**config.mk**
```make
export PLATFORM = sky130hd
export DESIGN_NAME = fft_stage_ctrl_flat
export DESIGN_NICKNAME = d
export VERILOG_FILES = /design/src/rtl/fft_stage_ctrl_if.sv /design/src/rtl/fft_stage_ctrl.sv /design/src/flat_wrapper.sv
export SDC_FILE = /design/constraint.sdc
export NUM_CORES = 1
export LEC_CHECK = 0
export ABC_CLOCK_PERIOD_IN_PS = 4600
export CAP_MARGIN = 20
export CORE_UTILIZATION = 35
export DETAILED_ROUTE_END_ITERATION = 12
export PLACE_DENSITY_LB_ADDON = 0.15
export SLEW_MARGIN = 20
export SYNTH_ARGS = -nofsm -noshare
export SYNTH_HDL_FRONTEND = slang
export SYNTH_SLANG_ARGS = --single-unit
export TNS_END_PERCENT = 30
```
**constraint.sdc**
```tcl
create_clock -name clk -period 4.6 [get_ports clk]
set_clock_uncertainty 0.2 [all_clocks]
set_input_delay 0.92 -clock clk [delete_from_list [all_inputs] [get_ports clk]]
set_output_delay 0.92 -clock clk [all_outputs]
set_load 0.01 [all_outputs]
```
**src/rtl/fft_stage_ctrl_if.sv**
```systemverilog
// fft_stage_ctrl_if: run control, butterfly issue and writeback signals of the FFT stage sequencer.
interface fft_stage_ctrl_if #(parameter int LOG2N = 8);
   logic start, abort, bfly_ready, wb_valid;
   logic bfly_valid, stage_strobe, fft_done, busy;
   logic [LOG2N-1:0] addr_a, addr_b;
   logic [LOG2N-2:0] tw_idx;
   logic [3:0] stage_num;
   modport master (
      input start, abort, bfly_ready, wb_valid,
      output bfly_valid, addr_a, addr_b, tw_idx, stage_num, stage_strobe, fft_done, busy
   );
   modport slave (
      output start, abort, bfly_ready, wb_valid,
      input bfly_valid, addr_a, addr_b, tw_idx, stage_num, stage_strobe, fft_done, busy
   );
endinterface

```
**src/rtl/fft_stage_ctrl.sv**
```systemverilog
// fft_stage_ctrl: sequences in-place radix-2 butterflies stage by stage and
// waits for every writeback of a stage before starting the next one.
module fft_stage_ctrl #(parameter int LOG2N = 8) (
   input logic clk,
   input logic reset,
   fft_stage_ctrl_if.master bus
);
   localparam logic [2:0] IDLE = 3'd0, ISSUE = 3'd1, DRAIN = 3'd2, STAGE_END = 3'd3, DONE = 3'd4;
   localparam logic [LOG2N-1:0] HALF = LOG2N'(1) << (LOG2N - 1);
   logic [2:0] state;
   logic [3:0] stage;
   logic [LOG2N-2:0] j, mask;
   logic [LOG2N-1:0] wb_cnt, wb_next, grp;
   logic wb_inc;
   // mask keeps j mod 2^s; it wraps to all ones on the last stage, where span exceeds any j
   always_comb begin
      mask = ((LOG2N-1)'(1) << stage) - (LOG2N-1)'(1);
      grp = {1'b0, j} >> stage;
      bus.addr_a = (grp << (stage + 4'd1)) | {1'b0, j & mask};
      bus.addr_b = bus.addr_a + (LOG2N'(1) << stage);
      bus.tw_idx = (j & mask) << (4'(LOG2N - 1) - stage);
      wb_inc = bus.wb_valid && (state == ISSUE || state == DRAIN);
      wb_next = wb_cnt + LOG2N'(wb_inc);
   end
   assign bus.bfly_valid = state == ISSUE;
   assign bus.stage_strobe = state == STAGE_END;
   assign bus.fft_done = state == DONE;
   assign bus.busy = state != IDLE;
   assign bus.stage_num = stage;
   always_ff @(posedge clk) begin
      if (reset) begin
         state <= IDLE;
         stage <= '0;
         j <= '0;
         wb_cnt <= '0;
      end else if (bus.abort) begin
         state <= IDLE;
         j <= '0;
         wb_cnt <= '0;
      end else begin
         case (state)
            IDLE: if (bus.start) begin
               state <= ISSUE;
               stage <= '0;
               j <= '0;
               wb_cnt <= '0;
            end
            ISSUE: begin
               wb_cnt <= wb_next;
               if (bus.bfly_ready) begin
                  j <= j + (LOG2N-1)'(1);
                  state <= (&j) ? DRAIN : ISSUE;
               end
            end
            DRAIN: begin
               wb_cnt <= wb_next;
               state <= (wb_next >= HALF) ? STAGE_END : DRAIN;
            end
            STAGE_END: begin
               wb_cnt <= '0;
               state <= (stage == 4'(LOG2N - 1)) ? DONE : ISSUE;
               stage <= (stage == 4'(LOG2N - 1)) ? stage : stage + 4'd1;
            end
            DONE: state <= IDLE;
            default: state <= IDLE;
         endcase
      end
   end
endmodule

```
**src/flat_wrapper.sv**
```systemverilog
// flat-port wrapper written by rule: the top's interface ports become plain ports
module fft_stage_ctrl_flat 
#(parameter int LOG2N = 8)
  (clk, reset, bus_start, bus_abort, bus_bfly_ready, bus_wb_valid, bus_bfly_valid, bus_addr_a, bus_addr_b, bus_tw_idx, bus_stage_num, bus_stage_strobe, bus_fft_done, bus_busy);
  fft_stage_ctrl_if #(.LOG2N(LOG2N)) bus_i ();
  input logic clk;
  input logic reset;
  input wire logic [$bits(bus_i.start)-1:0] bus_start;
  input wire logic [$bits(bus_i.abort)-1:0] bus_abort;
  input wire logic [$bits(bus_i.bfly_ready)-1:0] bus_bfly_ready;
  input wire logic [$bits(bus_i.wb_valid)-1:0] bus_wb_valid;
  output wire logic [$bits(bus_i.bfly_valid)-1:0] bus_bfly_valid;
  output wire logic [$bits(bus_i.addr_a)-1:0] bus_addr_a;
  output wire logic [$bits(bus_i.addr_b)-1:0] bus_addr_b;
  output wire logic [$bits(bus_i.tw_idx)-1:0] bus_tw_idx;
  output wire logic [$bits(bus_i.stage_num)-1:0] bus_stage_num;
  output wire logic [$bits(bus_i.stage_strobe)-1:0] bus_stage_strobe;
  output wire logic [$bits(bus_i.fft_done)-1:0] bus_fft_done;
  output wire logic [$bits(bus_i.busy)-1:0] bus_busy;
  assign bus_i.start = bus_start;
  assign bus_i.abort = bus_abort;
  assign bus_i.bfly_ready = bus_bfly_ready;
  assign bus_i.wb_valid = bus_wb_valid;
  assign bus_bfly_valid = bus_i.bfly_valid;
  assign bus_addr_a = bus_i.addr_a;
  assign bus_addr_b = bus_i.addr_b;
  assign bus_tw_idx = bus_i.tw_idx;
  assign bus_stage_num = bus_i.stage_num;
  assign bus_stage_strobe = bus_i.stage_strobe;
  assign bus_fft_done = bus_i.fft_done;
  assign bus_busy = bus_i.busy;
  fft_stage_ctrl #(.LOG2N(LOG2N)) u_core (.clk(clk), .reset(reset), .bus(bus_i));
endmodule
```
==> out/qor.csv, run 1 <==
metric;value;unit
synth.most_common_cell;nor2_1;
ys_types;69;
drt-vias-per-instance;5.31;
cts_made_buffers;3;
synthTopCellsByArea;dfxtp_1, ha_1, nor2_1, nand2_1, xnor2_1;
setup_violations;0;
areaGrowthSynthToFinish;39.5;%
fin_crit_sh;96.8;%
grt_setup_unrepaired;yes;
post-route-util;50.5;%
fin_setup_tns;0;ns
routedWlPerCell;14.4;um
relSlewSlack;63.2;%
stdcell_count;501;
synth-seq-cells;22;
slowest_stage;clkdlybuf4s50_1;
yosys.area.top_type;dfxtp_1;
power_density;117;nW/um^2
rows;30;
cp.required;3.48;ns
path_cells;buf_4 -> buf_4 -> ha_1 -> buf_4 -> nor3b_4 -> xnor2_1 -> buf_4 -> a22oi_1 -> nand3_2 -> a21oi_1 -> xnor2_1 -> clkdlybuf4s50_1;
ys_seq_area_share;17.9;%
dp_cells;497;
grt_max_degree;14;
vias;2658;
crit_path_max_fanout;13;
outcome;finished, final reports clean;
clk_latency;0.26;ns
fill_cells;659;
drt_iter0_markers;141;
peakVddDrop;0.170;mV
fmax;225;MHz
start_util;36.2;%
diodes;0;
synth_cells;331;
ctsRootBufferMaster;clkbuf_8;
drv_slew;0;
yosysTopAreaCellShare;17.9;%
tightest_slew;0.546;ns
cts_max_level;1;
syn_area_per_cell;7.43;um^2
grt-ovfl-total;0;
ys.flop_type;dfxtp_1;
p_leak;1.49;nW
critPathMaxStageDelay;0.56;ns
finalCriticalPeriod;4.45;ns
layout-drive-gt1-share;24.7;%
port_buffers;36;
worst_path_dominant_cell_family;buffers and inverters;
hp-class;flip-flop to flip-flop;
dieArea;7360;um^2
synth_edf_count;0;
syn_nets;355;
final_hold_viol_count;0;
hpwl;5890;um
dr.pass1.iters;4;
post_cts_buffers;0;
comb_power_share;7.8;%
p_sw_share;19.7;%
grt_pass1_wl;12200;um
drc;0;
endpoint_kind;output pin;
worstSetupStartpointType;flip-flop;
grt_pass1_vias;2476;
p_int;0.000322;W
p_switching;0.0000792;W
antenna_found_initial;0;
gp_congestion;0.859;
clk_path_buf_depth;2;
syn_area;2460;um^2
crit_type;flip-flop to output pin;
grt_usage;20.7;%
die_w;85.8;um
pwr-share-seq;47.8;%
ant_nets;0;
synthTopCellsByCount;nor2_1, nand2_1, dfxtp_1;
core_area;6790;um^2
power.share.clock;44.4;%
cp.arrival;3.33;ns
crit_top_cell;buf_4;
critPathBufInv;5;
wl;7230;um
async_flop_share;0;%
drv_cap;0;
io_pins;37;
cts_tree;built;
clock_sinks;22;
fin_nets;430;
chipHeight;85.8;um
clk_pin_slew_worst_paths;0.08;ns
yosys_warnings;0;
==> worst reg2reg max path, cell delays in order, from the launching register on <==
cell,delay (ns)
dfxtp_1,0.54
xnor2_1,0.12
nor2_1,0.31
and2_1,0.22
ha_1,0.15
nand3_1,0.09
nor2_1,0.13
xor2_1,0.09
mux4_2,0.45
nor3b_1,0.15
==> final cells by class <==
type	count	area [um^2]	area share, %
inverter	14	52.6	1.53
sequential	22	449	13.1
tap	96	120	3.50
timing repair buffer	95	810	23.6
clock buffer	3	41.3	1.20
clock inverter	1	30.0	0.876
multi-input combinational	270	1930	56.2
==> cell families after synthesis <==
kind of cell	Yosys count	share of synthesized area, %
compound gates	80	22.3
xor+xnor	20	7.43
fa+ha+maj	18	9.47
buf+inv	39	7.18
flops	22	17.9
mux	15	7.02
simple gates	137	28.7
==> metal layers <==
layer / vias to the layer above / global-route usage [%] / routed length (um)
met2: 65 / 33.1 / 3230
met3: 6 / 2.12 / 307
met1: 1251 / 29.9 / 3610
met5: - / 0 / 0
met4: 0 / 5.00 / 80
li1: 1336 / - / -
==> flip-flops by register name, indices dropped and copies added (netlist names) <==
| name | count |
|---|---|
| u_core.bus.stage_num | 4 |
| u_core.j | 7 |
| u_core.state | 3 |
| u_core.wb_cnt | 8 |
==> final timing paths <==
path                      startpoint                      end  slack, ns  cells past startpoint
max          u_core.bus.stage_num[1]            bus_addr_b[3]       0.15                     12
max reg2reg          u_core.state[0]          u_core.state[0]       2.04                      9
min          u_core.bus.stage_num[2]  u_core.bus.stage_num[2]       0.29                      2
min reg2reg  u_core.bus.stage_num[2]  u_core.bus.stage_num[2]       0.29                      2
==> cell usage in the layout, fill, tap and decap left out, types with 7 or more instances in the layout <==
cell type | synthesis | final
a21oi_1 | 18 | 16
buf_4 | 3 | 58
clkdlybuf4s50_1 | 0 | 32
dfxtp_1 | 22 | 17
ha_1 | 17 | 15
inv_1 | 14 | 14
mux2_2 | 7 | 7
nand2_1 | 29 | 29
nand3_1 | 11 | 11
nor2_1 | 44 | 44
o21ai_0 | 9 | 8
xnor2_1 | 12 | 12
xor2_1 | 7 | 7
==> stage by stage <==
step                setup slack [ns]  instance area, um^2  total power [W]  hold slack (ns)
floorplan                    -0.0429                 2460         0.000215            0.280
global placement             -0.0626                 3260         0.000228            0.300
detailed placement           -0.0898                 3260         0.000228            0.304
CTS                           -0.148                 3400         0.000409            0.291
global route                 -0.0789                 3430         0.000420            0.331
finish                         0.148                 3430         0.000402            0.286
==> power groups by stage <==
stage	combinational (W)	sequential [W]	clock (W)
global placement	0.0000307	0.000197	0
detailed placement	0.0000307	0.000197	0
CTS	0.0000314	0.000192	0.000186
global route	0.0000345	0.000192	0.000193
floorplan	0.0000185	0.000196	0
finish	0.0000315	0.000192	0.000178
==> timing repair <==
action / 4_1_cts / 5_1_grt
pin swaps: 1 / 1
hold buffers: 0 / 0
resized for setup: 19 / 14
setup endpoints to repair: 4 / 5
(Power assumes the default switching activity.)
==> run 2: changes to the inputs <==
- CORE_UTILIZATION: 35 -> 55
==> run 2 against run 1 <==
Effect of this change: the flow now finishes with violations (setup timing); wire length increased by 9.2%; register-to-register slack got worse by 0.17 ns; clock-buffer cell count stayed put; utilization up 30 points; non-clock buffer count decreased by 2; largest power group unchanged.
==> out/qor.csv, run 2 (synthesis gave the netlist of run 1 again) <==
metric;value;unit;change
outcome;finished, violations left;;was finished, final reports clean
failed_checks;setup timing;;
whs;0.335;ns;was 0.286 ns
relSlewSlack;63.4;%;was 63.2%
cts_max_level;1;;unchanged
r2r.worst_path.cells;9;;unchanged
cp.required;3.48;ns;about the same
critPathBufInv;3;;was 5
clk_pin_slew_worst_paths;0.08;ns;about the same
clk_latency;0.27;ns;was 0.26 ns
finalCriticalPeriod;4.60;ns;was 4.45 ns
critPathMaxStageDelay;0.55;ns;was 0.56 ns
holdPathStages;2;;unchanged
final_cell_mix;buf_4, nor2_1, clkdlybuf4s50_1;;unchanged
io_pins;37;;unchanged
cts_tree;built;;unchanged
diodes;0;;unchanged
chipHeight;68.9;um;was 85.8 um
worstSetupStartpointType;flip-flop;;unchanged
rows;23;;was 30
drv_cap;0;;unchanged
antenna_found_initial;0;;unchanged
fin_nets;428;;was 430
largest_register_ffs;8;;unchanged
top_usage_layer;met2;;unchanged
drc;0;;unchanged
drt_iter0_markers;225;;was 141
grt-ovfl-total;0;;unchanged
grt_usage;34.5;%;was 20.7%
clock_sinks;22;;unchanged
grt_use_met1;45.8;%;was 29.9%
vias;2806;;was 2658
fmax;217;MHz;was 225 MHz
endpoint_kind;output pin;;unchanged
ant_nets;0;;unchanged
areaGrowthSynthToFinish;35.0;%;was 39.5%
ctsHoldBuffers;0;;unchanged
cts_made_buffers;3;;unchanged
setup_ws;-0.000975;ns;was 0.148 ns
hp-class;flip-flop to flip-flop;;unchanged
ctsRootBufferMaster;clkbuf_8;;unchanged
crit_type;flip-flop to output pin;;unchanged
critical_path_cell_count;12;;unchanged
layout-drive-gt1-share;21.1;%;was 24.7%
wl;7900;um;was 7230 um
p_leak;1.46;nW;was 1.49 nW
port_buffers;36;;unchanged
power_density;122;nW/um^2;was 117 nW/um^2
setup_violations;1;;was 0
largest-register;u_core.wb_cnt;;unchanged
path_cells;buf_4 -> ha_1 -> ha_1 -> o21ai_1 -> o31ai_1 -> ha_1 -> fa_1 -> buf_4 -> a21o_1 -> o22ai_1 -> xnor2_1 -> clkdlybuf4s50_1;;was buf_4 -> buf_4 -> ha_1 -> buf_4 -> nor3b_4 -> xnor2_1 -> buf_4 -> a22oi_1 -> nand3_2 -> a21oi_1 -> xnor2_1 -> clkdlybuf4s50_1
start_util;59.3;%;was 36.2%
final_common_cell;buf_4;;unchanged
clk_path_buf_depth;2;;unchanged
use_met3;5.59;%;was 2.12%
routedWlPerCell;17.4;um;was 14.4 um
grt_pass1_vias;2524;;was 2476
dieArea;4740;um^2;was 7360 um^2
crit_path_max_fanout;12;;was 13
tightest_slew;0.543;ns;was 0.546 ns
dr.pass1.iters;5;;was 4
slowest_stage;clkdlybuf4s50_1;;unchanged
drt-vias-per-instance;6.19;;was 5.31
drv_slew;0;;unchanged
grt_pass1_wl;12000;um;was 12200 um
post-route-util;80.1;%;was 50.5%
cp.arrival;3.48;ns;was 3.33 ns
hpwl;6060;um;was 5890 um
peakVddDrop;0.201;mV;was 0.170 mV
gp_congestion;1.05;;was 0.859
grt_max_degree;19;;was 14
grt_setup_unrepaired;yes;;unchanged
fin_crit_sh;100;%;was 96.8%
grtUsageMet2;58.6;%;was 33.1%
core_area;4140;um^2;was 6790 um^2
worst_path_dominant_cell_family;adder cells;;was buffers and inverters
final_hold_viol_count;0;;unchanged
die_w;68.9;um;was 85.8 um
crit_top_cell;ha_1;;was buf_4
run 2: worst paths after layout:
check	slack (ns)	start	end
max	-0.001	u_core.bus.stage_num[0]	bus_addr_b[4]
min	0.33	u_core.wb_cnt[6]	u_core.wb_cnt[6]
max reg2reg	1.87	u_core.state[0]	u_core.state[0]
min reg2reg	0.33	u_core.wb_cnt[6]	u_core.wb_cnt[6]
run 2: tightest hold or removal path, stage by stage, from the launching register on:
cell and delay [ns]:
dfxtp_1 0.36, xor2_1 0.08, nor2_1 0.07
run 2: stage by stage:
| step | cell area, um^2 | cells | total power [W] | setup WS [ns] | TNS, ns |
|---|---|---|---|---|---|
| 5_1_grt | 3320 | 453 | 0.000421 | -0.130 | -0.236 |
| 3_3_place_gp | 3190 | 448 | 0.000227 | -0.0203 | -0.0203 |
| 6_report | 3320 | 453 | 0.000406 | -0.000975 | -0.000975 |
| 2_1_floorplan | 2460 | 331 | 0.000215 | -0.0429 | -0.0670 |
| 3_5_place_dp | 3190 | 448 | 0.000228 | -0.0143 | -0.0143 |
| 4_1_cts | 3290 | 452 | 0.000407 | -0.188 | -0.253 |
run 2: metal layers:
metal	vias to the layer above	share of wire [%]	wire length, um
met5	-	0	0
met4	0	1.7	135
met3	18	7.2	571
met2	124	46	3670
met1	1331	45	3520
li1	1333	-	-
run 2: final cells by class:
cell class                 instances  area [um^2]
clock inverter                     1         30.0
inverter                          14         52.6
clock buffer                       3         41.3
sequential                        22          443
timing repair buffer              93          805
multi-input combinational        270         1880
fill                             287          826
tap                               50         62.6
run 2: power breakdown:
part           switching (W)  internal [W]  leakage (nW)
Combinational      0.0000171     0.0000155          1.24
Clock              0.0000646      0.000116        0.0357
Sequential        0.00000174      0.000191         0.178
Total              0.0000834      0.000323          1.46
run 2: what timing repair did:
item / 4_1_cts / 5_1_grt
pin swaps: 0 / 1
setup buffers: 0 / 1
gates resized for setup: 8 / 7
setup endpoints to repair: 4 / 7
